$ cat config.mk
export PLATFORM = sky130hd
export DESIGN_NAME = stack_alu_ext_flat
export DESIGN_NICKNAME = d
export VERILOG_FILES = /design/src/rtl/stack_alu_ext_if.sv /design/src/rtl/stack_alu_ext.sv /design/src/flat_wrapper.sv
export SDC_FILE = /design/constraint.sdc
export NUM_CORES = 1
export LEC_CHECK = 0
export BUFFER_PORTS_ARGS = -buffer_cell sky130_fd_sc_hd__buf_2
export CORE_MARGIN = 3
export CORE_UTILIZATION = 58
export CTS_CLUSTER_SIZE = 28
export DETAILED_ROUTE_END_ITERATION = 8
export GPL_ROUTABILITY_DRIVEN = 0
export PLACE_DENSITY = 0.81
export SLEW_MARGIN = 20
export SYNTH_ARGS = -nofsm -noshare
export SYNTH_HDL_FRONTEND = slang
export SYNTH_SLANG_ARGS = --single-unit
$ cat constraint.sdc
create_clock -name clk -period 8.5 [get_ports clk]
set_input_delay 1.275 -clock clk [delete_from_list [all_inputs] [get_ports clk]]
set_output_delay 1.275 -clock clk [all_outputs]
set_load 0.1 [all_outputs]
$ cat src/rtl/stack_alu_ext_if.sv
// Command/response bus for stack_alu_ext.
//   in_valid/opcode/input_data : command from master, accepted when in_ready
//   in_ready                   : slave can take a command
//   out_valid                  : one-cycle completion pulse
//   output_data/overflow/stack_err : result and status of the completing command
interface stack_alu_ext_if #(
    parameter int N = 16
);
    logic         in_valid;
    logic         in_ready;
    logic [3:0]   opcode;
    logic [N-1:0] input_data;
    logic         out_valid;
    logic [N-1:0] output_data;
    logic         overflow;
    logic         stack_err;

    modport master (
        output in_valid, opcode, input_data,
        input  in_ready, out_valid, output_data, overflow, stack_err
    );

    modport slave (
        input  in_valid, opcode, input_data,
        output in_ready, out_valid, output_data, overflow, stack_err
    );
endinterface

$ cat src/rtl/stack_alu_ext.sv
// Stack-based signed ALU with a sequential shift-add multiplier.
//   clk, rst    : clock, asynchronous active-high reset
//   bus (slave) : command/response handshake, see stack_alu_ext_if
//   full, empty : stack occupancy flags
//   depth       : current entry count
module stack_alu_ext #(
    parameter int N          = 16,
    parameter int STACK_SIZE = 16
) (
    input  logic                              clk,
    input  logic                              rst,
    stack_alu_ext_if.slave                    bus,
    output logic                              full,
    output logic                              empty,
    output logic [$clog2(STACK_SIZE+1)-1:0]   depth
);
    localparam int unsigned DW = $clog2(STACK_SIZE + 1);
    localparam int unsigned AW = $clog2(STACK_SIZE);
    localparam int unsigned CW = $clog2(N);
    localparam int unsigned PW = 2 * N;

    localparam logic [3:0] OP_PUSH  = 4'b0001;
    localparam logic [3:0] OP_POP   = 4'b0010;
    localparam logic [3:0] OP_ADD   = 4'b0011;
    localparam logic [3:0] OP_SUB   = 4'b0100;
    localparam logic [3:0] OP_MUL   = 4'b0101;
    localparam logic [3:0] OP_DUP   = 4'b0110;
    localparam logic [3:0] OP_SWAP  = 4'b0111;
    localparam logic [3:0] OP_CLEAR = 4'b1000;

    typedef enum logic [1:0] {S_IDLE, S_MULT, S_DONE} state_t;

    state_t         state_q, state_d;
    logic [N-1:0]   mem [STACK_SIZE];
    logic [DW-1:0]  depth_q, depth_d;
    logic [N-1:0]   out_q, out_d;
    logic           vld_q, vld_d, ovf_q, ovf_d, err_q, err_d;
    logic [PW-1:0]  mcand_q, mcand_d, acc_q, acc_d;
    logic [N-1:0]   mplier_q, mplier_d;
    logic           neg_q, neg_d;
    logic [CW-1:0]  cnt_q, cnt_d;
    logic           wr0_en, wr1_en;
    logic [AW-1:0]  wr0_idx, wr1_idx;
    logic [N-1:0]   wr0_data, wr1_data;

    logic [AW-1:0]  tos_idx, nos_idx, push_idx;
    logic [N-1:0]   tos, nos, tos_mag, nos_mag, sum, diff;
    logic           has1, has2, is_full, add_ovf, sub_ovf;
    logic           accept, mul_start, mul_last, mul_ovf;
    logic [PW-1:0]  acc_step, product;
    logic [N:0]     prod_hi;

    assign push_idx  = AW'(depth_q);
    assign tos_idx   = AW'(depth_q - DW'(1));
    assign nos_idx   = AW'(depth_q - DW'(2));
    assign tos       = mem[tos_idx];
    assign nos       = mem[nos_idx];
    assign has1      = depth_q != '0;
    assign has2      = depth_q >= DW'(2);
    assign is_full   = depth_q == DW'(STACK_SIZE);
    assign sum       = nos + tos;
    assign diff      = nos - tos;
    // Overflow when the result sign disagrees with NOS under the sign condition of each op.
    assign add_ovf   = (nos[N-1] == tos[N-1]) && (sum[N-1] != nos[N-1]);
    assign sub_ovf   = (nos[N-1] != tos[N-1]) && (diff[N-1] != nos[N-1]);
    assign tos_mag   = tos[N-1] ? -tos : tos;
    assign nos_mag   = nos[N-1] ? -nos : nos;

    assign accept    = bus.in_valid && (state_q == S_IDLE);
    assign mul_start = accept && (bus.opcode == OP_MUL) && has2;
    assign mul_last  = (state_q == S_MULT) && (cnt_q == CW'(N - 1));

    // Shift-add iteration on magnitudes; sign restored on the final product.
    assign acc_step  = acc_q + (mplier_q[0] ? mcand_q : '0);
    assign product   = neg_q ? -acc_step : acc_step;
    assign prod_hi   = product[PW-1:N-1];
    assign mul_ovf   = (prod_hi != '0) && (prod_hi != '1);

    // FSM state register
    always_ff @(posedge clk or posedge rst) begin
        if (rst) state_q <= S_IDLE;
        else     state_q <= state_d;
    end

    // FSM next state
    always_comb begin
        state_d = state_q;
        case (state_q)
            S_IDLE:  if (mul_start) state_d = S_MULT;
            S_MULT:  if (mul_last)  state_d = S_DONE;
            S_DONE:  state_d = S_IDLE;
            default: state_d = S_IDLE;
        endcase
    end

    // FSM / registered outputs
    always_comb begin
        bus.in_ready    = (state_q == S_IDLE);
        bus.out_valid   = vld_q;
        bus.output_data = out_q;
        bus.overflow    = ovf_q;
        bus.stack_err   = err_q;
        depth           = depth_q;
        full            = depth_q == DW'(STACK_SIZE);
        empty           = depth_q == '0;
    end

    // Command decode and multiplier datapath
    always_comb begin
        depth_d  = depth_q;
        out_d    = out_q;
        vld_d    = 1'b0;
        ovf_d    = 1'b0;
        err_d    = 1'b0;
        mcand_d  = mcand_q;
        mplier_d = mplier_q;
        acc_d    = acc_q;
        neg_d    = neg_q;
        cnt_d    = cnt_q;
        wr0_en   = 1'b0;
        wr0_idx  = push_idx;
        wr0_data = bus.input_data;
        wr1_en   = 1'b0;
        wr1_idx  = nos_idx;
        wr1_data = tos;
        if (accept) begin
            vld_d = 1'b1;
            out_d = '0;
            case (bus.opcode)
                OP_PUSH: if (is_full) err_d = 1'b1;
                         else begin
                             wr0_en  = 1'b1;
                             depth_d = depth_q + DW'(1);
                             out_d   = bus.input_data;
                         end
                OP_POP:  if (!has1) err_d = 1'b1;
                         else begin
                             out_d   = tos;
                             depth_d = depth_q - DW'(1);
                         end
                OP_ADD, OP_SUB:
                         if (!has2) err_d = 1'b1;
                         else begin
                             wr0_en   = 1'b1;
                             wr0_idx  = nos_idx;
                             wr0_data = (bus.opcode == OP_ADD) ? sum : diff;
                             out_d    = wr0_data;
                             ovf_d    = (bus.opcode == OP_ADD) ? add_ovf : sub_ovf;
                             depth_d  = depth_q - DW'(1);
                         end
                OP_MUL:  if (!has2) err_d = 1'b1;
                         else begin
                             vld_d    = 1'b0;
                             out_d    = out_q;
                             neg_d    = nos[N-1] ^ tos[N-1];
                             mcand_d  = PW'(nos_mag);
                             mplier_d = tos_mag;
                             acc_d    = '0;
                             cnt_d    = '0;
                         end
                OP_DUP:  if (!has1 || is_full) err_d = 1'b1;
                         else begin
                             wr0_en   = 1'b1;
                             wr0_data = tos;
                             out_d    = tos;
                             depth_d  = depth_q + DW'(1);
                         end
                OP_SWAP: if (!has2) err_d = 1'b1;
                         else begin
                             wr0_en   = 1'b1;
                             wr0_idx  = tos_idx;
                             wr0_data = nos;
                             wr1_en   = 1'b1;
                             out_d    = nos;
                         end
                OP_CLEAR: depth_d = '0;
                default: ;
            endcase
        end else if (state_q == S_MULT) begin
            acc_d    = acc_step;
            mcand_d  = mcand_q << 1;
            mplier_d = mplier_q >> 1;
            cnt_d    = cnt_q + CW'(1);
            if (mul_last) begin
                vld_d    = 1'b1;
                out_d    = product[N-1:0];
                ovf_d    = mul_ovf;
                wr0_en   = 1'b1;
                wr0_idx  = nos_idx;
                wr0_data = product[N-1:0];
                depth_d  = depth_q - DW'(1);
            end
        end
    end

    // Control and result registers
    always_ff @(posedge clk or posedge rst) begin
        if (rst) begin
            depth_q  <= '0;
            out_q    <= '0;
            vld_q    <= 1'b0;
            ovf_q    <= 1'b0;
            err_q    <= 1'b0;
            mcand_q  <= '0;
            mplier_q <= '0;
            acc_q    <= '0;
            neg_q    <= 1'b0;
            cnt_q    <= '0;
        end else begin
            depth_q  <= depth_d;
            out_q    <= out_d;
            vld_q    <= vld_d;
            ovf_q    <= ovf_d;
            err_q    <= err_d;
            mcand_q  <= mcand_d;
            mplier_q <= mplier_d;
            acc_q    <= acc_d;
            neg_q    <= neg_d;
            cnt_q    <= cnt_d;
        end
    end

    // Stack storage keeps its contents across reset and CLEAR
    always_ff @(posedge clk) begin
        if (wr0_en) mem[wr0_idx] <= wr0_data;
        if (wr1_en) mem[wr1_idx] <= wr1_data;
    end
endmodule
$ cat src/flat_wrapper.sv
// flat-port wrapper written by rule: the top's interface ports become plain ports
module stack_alu_ext_flat 
#(
    parameter int N          = 16,
    parameter int STACK_SIZE = 16
)
  (clk, rst, full, empty, depth, bus_in_valid, bus_opcode, bus_input_data, bus_in_ready, bus_out_valid, bus_output_data, bus_overflow, bus_stack_err);
  stack_alu_ext_if #(.N(N)) bus_i ();
  input  logic clk;
  input  logic rst;
  output logic full;
  output logic empty;
  output logic [$clog2(STACK_SIZE+1)-1:0] depth;
  input wire logic [$bits(bus_i.in_valid)-1:0] bus_in_valid;
  input wire logic [$bits(bus_i.opcode)-1:0] bus_opcode;
  input wire logic [$bits(bus_i.input_data)-1:0] bus_input_data;
  output wire logic [$bits(bus_i.in_ready)-1:0] bus_in_ready;
  output wire logic [$bits(bus_i.out_valid)-1:0] bus_out_valid;
  output wire logic [$bits(bus_i.output_data)-1:0] bus_output_data;
  output wire logic [$bits(bus_i.overflow)-1:0] bus_overflow;
  output wire logic [$bits(bus_i.stack_err)-1:0] bus_stack_err;
  assign bus_i.in_valid = bus_in_valid;
  assign bus_i.opcode = bus_opcode;
  assign bus_i.input_data = bus_input_data;
  assign bus_in_ready = bus_i.in_ready;
  assign bus_out_valid = bus_i.out_valid;
  assign bus_output_data = bus_i.output_data;
  assign bus_overflow = bus_i.overflow;
  assign bus_stack_err = bus_i.stack_err;
  stack_alu_ext #(.N(N), .STACK_SIZE(STACK_SIZE)) u_core (.clk(clk), .rst(rst), .bus(bus_i), .full(full), .empty(empty), .depth(depth));
endmodule
; ---- Word-level counts from Yosys, hierarchy flattened
; Memories as Yosys holds them, arrays and structs flattened.
; Cells that the tools add are included.
[classes]
addsub = 10
n_mul = 0
div_mod_pow = 0
magnitude_cmp = 1
n_eq_ne = 26
shift = 0
mux = 82
bitwise_logic = 1
reduce_logical = 23
[op_table]
columns = cell, count
row1 = 16-bit two-way mux, 22
row2 = 32-bit two-way mux, 10
row3 = 16-bit one-hot mux with 6 select lines, 1
row4 = 16-bit one-hot mux with 3 select lines, 1
row5 = 4-bit two-way mux, 9
row6 = 5-bit two-way mux, 7
row7 = 32-bit adder, 1
row8 = 16-bit negation, 2
row9 = 32-bit negation, 1
row10 = 1-bit two-way mux, 25
row11 = 5-bit one-hot mux with 5 select lines, 1
row12 = 17-bit inequality test (second input constant), 1
row13 = 17-bit nonzero test, 1
row14 = 16-bit adder, 1
row15 = 4-bit by 3-bit equality test with 1-bit output (second input constant), 4
row16 = 16-bit subtractor, 1
row17 = 3-bit inequality test (second input constant), 3
row18 = 3-bit AND reduction, 3
row19 = 4-bit by 2-bit equality test with 1-bit output (second input constant), 2
row20 = 4-bit equality test (second input constant), 2
row21 = 4-bit one-hot mux with 2 select lines, 1
row22 = 1-bit logical AND, 7
row23 = 7-bit AND reduction, 1
row24 = 2-bit by 1-bit inequality test with 1-bit output (second input constant), 3
row25 = other kinds (28), 33
[totals]
reg_bits = 111
latch_bits = 0
mem_bits_rw = 256
romBits = 0
output_inout_bits = 27
word_cells = 155
memories = 1
[memory_table]
columns = name, words, word_bits, rd, rd_ports_with_merged_regs, wr, line
row1 = u_core.mem, 16, 16, 2, 0, 2, stack_alu_ext.sv:34  ; logic [N-1:0] mem [STACK_SIZE];

; ---- Logic depth before layout (Yosys ltp)
[logic_depth]
ltp_word = 9
depth_mapped = 31
ltp_nobuf = 20

; ---- Least setup slack after synthesis
; OpenSTA, ideal clock, no wires.
[synth_path]
path_kind = flip-flop to flip-flop
from = reg u_core.depth_q[1], in the netlist u_core.depth[1]
to = mem u_core.mem[10][12] (data pin)
setup_ns = 0.272
arrival_ns = 8.403
t_required_ns = 8.228
path_slack_ns = -0.175
path_stages_with_launch = 29
n_path_buf = 10
period_less_slack_ns = 8.675
cell_sequence = dfrtp_1 > buf_2 > buf_2 > buf_1 > buf_2 > buf_2 > buf_1 > inv_1 > ha_1 > xnor2_1 > clkbuf_1 > mux4_2 > clkbuf_1 > clkbuf_1 > ha_1 > fa_1 > a21oi_1 > o21bai_1 > a21oi_1 > o21ai_0 > a31o_2 > a21o_1 > nand2_1 > a211oi_1 > or3_1 > a32o_1 > o21ai_1 > buf_2 > a31oi_1
[synth_rtl]
columns = element, line
row1 = "start, declared", stack_alu_ext.sv:35  ; logic [DW-1:0] depth_q, depth_d;
row2 = "start signal, assigned", stack_alu_ext.sv:210  ; depth_q <= depth_d;
row3 = "end, declared", stack_alu_ext.sv:34

==> summary.md <==
| Metric | Value |
|---|---|
| Run status | finished with violations |
| Failing checks | DRC |
| Fin nets | 2,660 |
| FP Rows | 76 |
| WL final | 83.8 mm |
| Sequential share of the synthesized area | 40.4% |
| Root buffer cell | clkbuf_16 |
| Worst Setup Start Kind | flop |
| Clock Latency Late Sink | 0.63 ns |
| CTS max path bufs | 3 |
| Post-Route Setup TNS | 0 ns |
| Detailed Routing Iterations Pass 1 | 9 |
| Initial core utilization | 59.4% |
| Critical path class | flop to flop |
| Critical Path RT | 8.80 ns |
| Mapped Nets | 2,722 |
| CTS tree | done |
| Final Hold Vio Count | 0 |
| M1 WL | 28.3 mm |
| Largest net degree at the start of global routing | 72 |
| Max layer used | met4 |
| Post-synth cell types | 88 |
| Final Max Slew Viols | 0 |
| Metal3 WL | 11.6 mm |
| First-pass GRT wire length | 128 mm |
| Worst min-delay path class | flop to flop |
| Max Cap Viol | 0 |
| Unrepaired setup endpoints after global routing | false |
| Slew headroom | 26.9% |
| CP Max Fanout | 34 |
| Worst Setup End Kind | flop |
| Post-Synthesis Cells | 2,623 |
| Core ar. | 43,600 µm² |
| Post-CTS sizing | 0 |
| Worst Path Arrival | 7.25 ns |
| Final period utilization | 81.8% |
| Die Width | 217 µm |
| CTS Hold Buffers Added | 0 |
| Initial antenna violation count | 0 |
| Die Height | 217 µm |
| Grt total ovfl | 0 |
| Drt first-iter violations | 4,074 |
| Antenna diode count | 0 |
| Avg WL per Cell | 26.4 µm |
| Total die area | 47,300 µm² |
| CTS buffer count | 42 |
| Yosys warns | 0 |
| Post-CTS setup buffers | 0 |
| Area growth syn-to-layout | 8.27% |
| Dpl hpwl | 51.6 mm |
| DRC | 4 |
| Synth Area per Inst | 9.88 µm² |
| # port buffers | 49 |
| Top Ports | 50 |
| Fraction of layout cells with a size suffix above 1 | 15.2% |
| Clock-pin slew on the worst setup and hold paths | 0.06 ns |
| Async S/R FF share, synth | 30.2% |
| Drt via density | 7.32 |
| Min Clock Period, post-route | 6.96 ns |
| Measured slew at the worst slew-check pin | 1.10 ns |
| Worst Clk Skew | 0.0590 ns |
| Vias in the first global route | 22,800 |
| Antenna-violating nets left | 0 |
| CTS HTree Levels | 2 |
| Mapped Area | 25,900 µm² |
| Final setup violation count | 0 |
| FMAX | 144 MHz |
| Clock Sinks | 367 |
| Post-synth EDFFs | 256 |
| Tot GR Track Use | 34.9% |
| Synth Register Bits | 367 |
| Met2 wire len | 38.2 mm |
| Via count | 23,300 |
| Top FF cell, synth | edfxtp_1 |
-- worst max-delay path, stage by stage (launching register included) --
cell	delay (ns)
dfrtp_4	0.53
inv_1	0.12
ha_2	0.94
buf_4	0.62
mux4_2	0.40
mux4_2	0.73
ha_1	0.48
nor4_1	0.34
a211oi_1	0.16
o41ai_1	0.62
a21oi_1	0.17
xnor2_1	0.16
a22oi_1	0.20
a21oi_1	0.15
a311oi_4	0.79
a21oi_1	0.16
-- cell usage after synthesis, types with 11 or more instances --
library cell / count / area share, %
o21a_1: 20 / 0.58
edfxtp_1: 256 / 30
clkbuf_1: 171 / 2.5
o22ai_1: 13 / 0.31
buf_2: 21 / 0.41
a22o_1: 13 / 0.44
mux4_2: 143 / 12
nand2b_1: 17 / 0.41
or3_1: 22 / 0.53
a22oi_1: 25 / 0.72
a21oi_1: 364 / 7.0
and2_1: 42 / 1.0
a21o_1: 23 / 0.67
nor2b_1: 14 / 0.34
inv_1: 53 / 0.77
a211oi_1: 11 / 0.32
xor2_1: 22 / 0.74
a31oi_1: 30 / 0.72
nand4_1: 22 / 0.53
and3_1: 19 / 0.46
nor2_1: 349 / 5.1
nand3_1: 80 / 1.5
ha_1: 73 / 3.5
o211ai_1: 14 / 0.41
o21ai_0: 139 / 2.7
xnor2_1: 59 / 2.0
nand2_1: 199 / 2.9
o31ai_1: 12 / 0.35
mux4_1: 16 / 1.6
a21boi_0: 11 / 0.32
mux2i_1: 24 / 0.93
nor4_1: 11 / 0.27
nor3_1: 32 / 0.62
dfrtp_1: 111 / 11
a221oi_1: 14 / 0.47
buf_1: 22 / 0.32
-- placed cells by master (no fill, tap or decap), types with 21 or more instances in the layout --
cell type / netlist / final
xor2_1: 22 / 21
and2_1: 42 / 42
inv_1: 53 / 52
dfrtp_1: 111 / 109
nand4_1: 22 / 22
nor3_1: 32 / 30
ha_1: 73 / 72
mux4_2: 143 / 143
nor2_1: 349 / 346
o21ai_0: 139 / 122
or3_1: 22 / 21
mux2i_1: 24 / 24
nand3_1: 80 / 80
a21oi_1: 364 / 362
clkbuf_16: 0 / 42
a31oi_1: 30 / 30
buf_2: 21 / 49
edfxtp_1: 256 / 256
a22oi_1: 25 / 25
buf_4: 4 / 67
a21o_1: 23 / 23
nand2_1: 199 / 199
xnor2_1: 59 / 57
-- stage by stage --
step | hold slack (ns) | cells | cell area [µm²] | setup slack [ns] | utilization [%]
2_1_floorplan | 0.450 | 2623 | 25900 | 0.149 | -
3_3_place_gp | 0.464 | 3102 | 26700 | 1.73 | 61.1
3_5_place_dp | 0.475 | 3102 | 26700 | 1.51 | 61.1
4_1_cts | 0.487 | 3178 | 28000 | 1.43 | 64.2
5_1_grt | 0.511 | 3178 | 28100 | 1.25 | 64.3
6_report | 0.481 | 3178 | 28100 | 1.54 | 64.3
-- layer usage --
| metal | global-route usage [%] | vias to the layer above |
|---|---|---|
| met4 | 19.7 | 0 |
| met2 | 55.0 | 2035 |
| met1 | 43.9 | 10900 |
| li1 | - | 9785 |
| met5 | 0.208 | - |
| met3 | 9.29 | 531 |
-- registers in the layout, indices dropped and copies added, names as in the netlist --
register and cells:
u_core.acc_q 32, u_core.bus.out_valid 1, u_core.bus.output_data 16, u_core.bus.overflow 1, u_core.bus.stack_err 1, u_core.cnt_q 4
u_core.depth 5, u_core.mcand_q 32, u_core.mem 256, u_core.mplier_q 16, u_core.neg_q 1, u_core.state_q 2
-- worst paths after layout --
check / startpoint / to / slack [ns] / cells past startpoint
setup / recovery: u_core.depth[0] / u_core.mem[6][13] / 1.54 / 15
hold / removal: u_core.mplier_q[13] / u_core.mplier_q[13] / 0.48 / 2
setup reg to reg: u_core.depth[0] / u_core.mem[6][13] / 1.54 / 15
hold reg to reg: u_core.mplier_q[13] / u_core.mplier_q[13] / 0.48 / 2
max in group asynchronous: rst / u_core.acc_q[25] / 6.41 / 3
min in group asynchronous: rst / u_core.depth[0] / 0.76 / 2
-- cell type report --
type,instances,area [µm²]
fillers,3295,15600
multi-input cells,1979,14500
flip-flops and latches,367,10500
clock buffers,54,1120
repair buffers,118,771
well taps,585,732
clock inverters,22,253
inverters,53,201
-- cells by family after synthesis --
family                     after synthesis  share of synthesized area (%)
AOI/OAI and AO/OA                      792                           18.9
xor gates and xnor gates                81                           2.74
adders and majority gates               76                           3.75
buffers and inverters                  277                           4.35
DFF                                    367                           40.4
muxes                                  185                           15.1
and+or+nand+nor                        845                           14.9
Power is left out: the tool's default activity adds up to more than one toggle a clock period on the data nets, which glitch-free logic cannot reach.
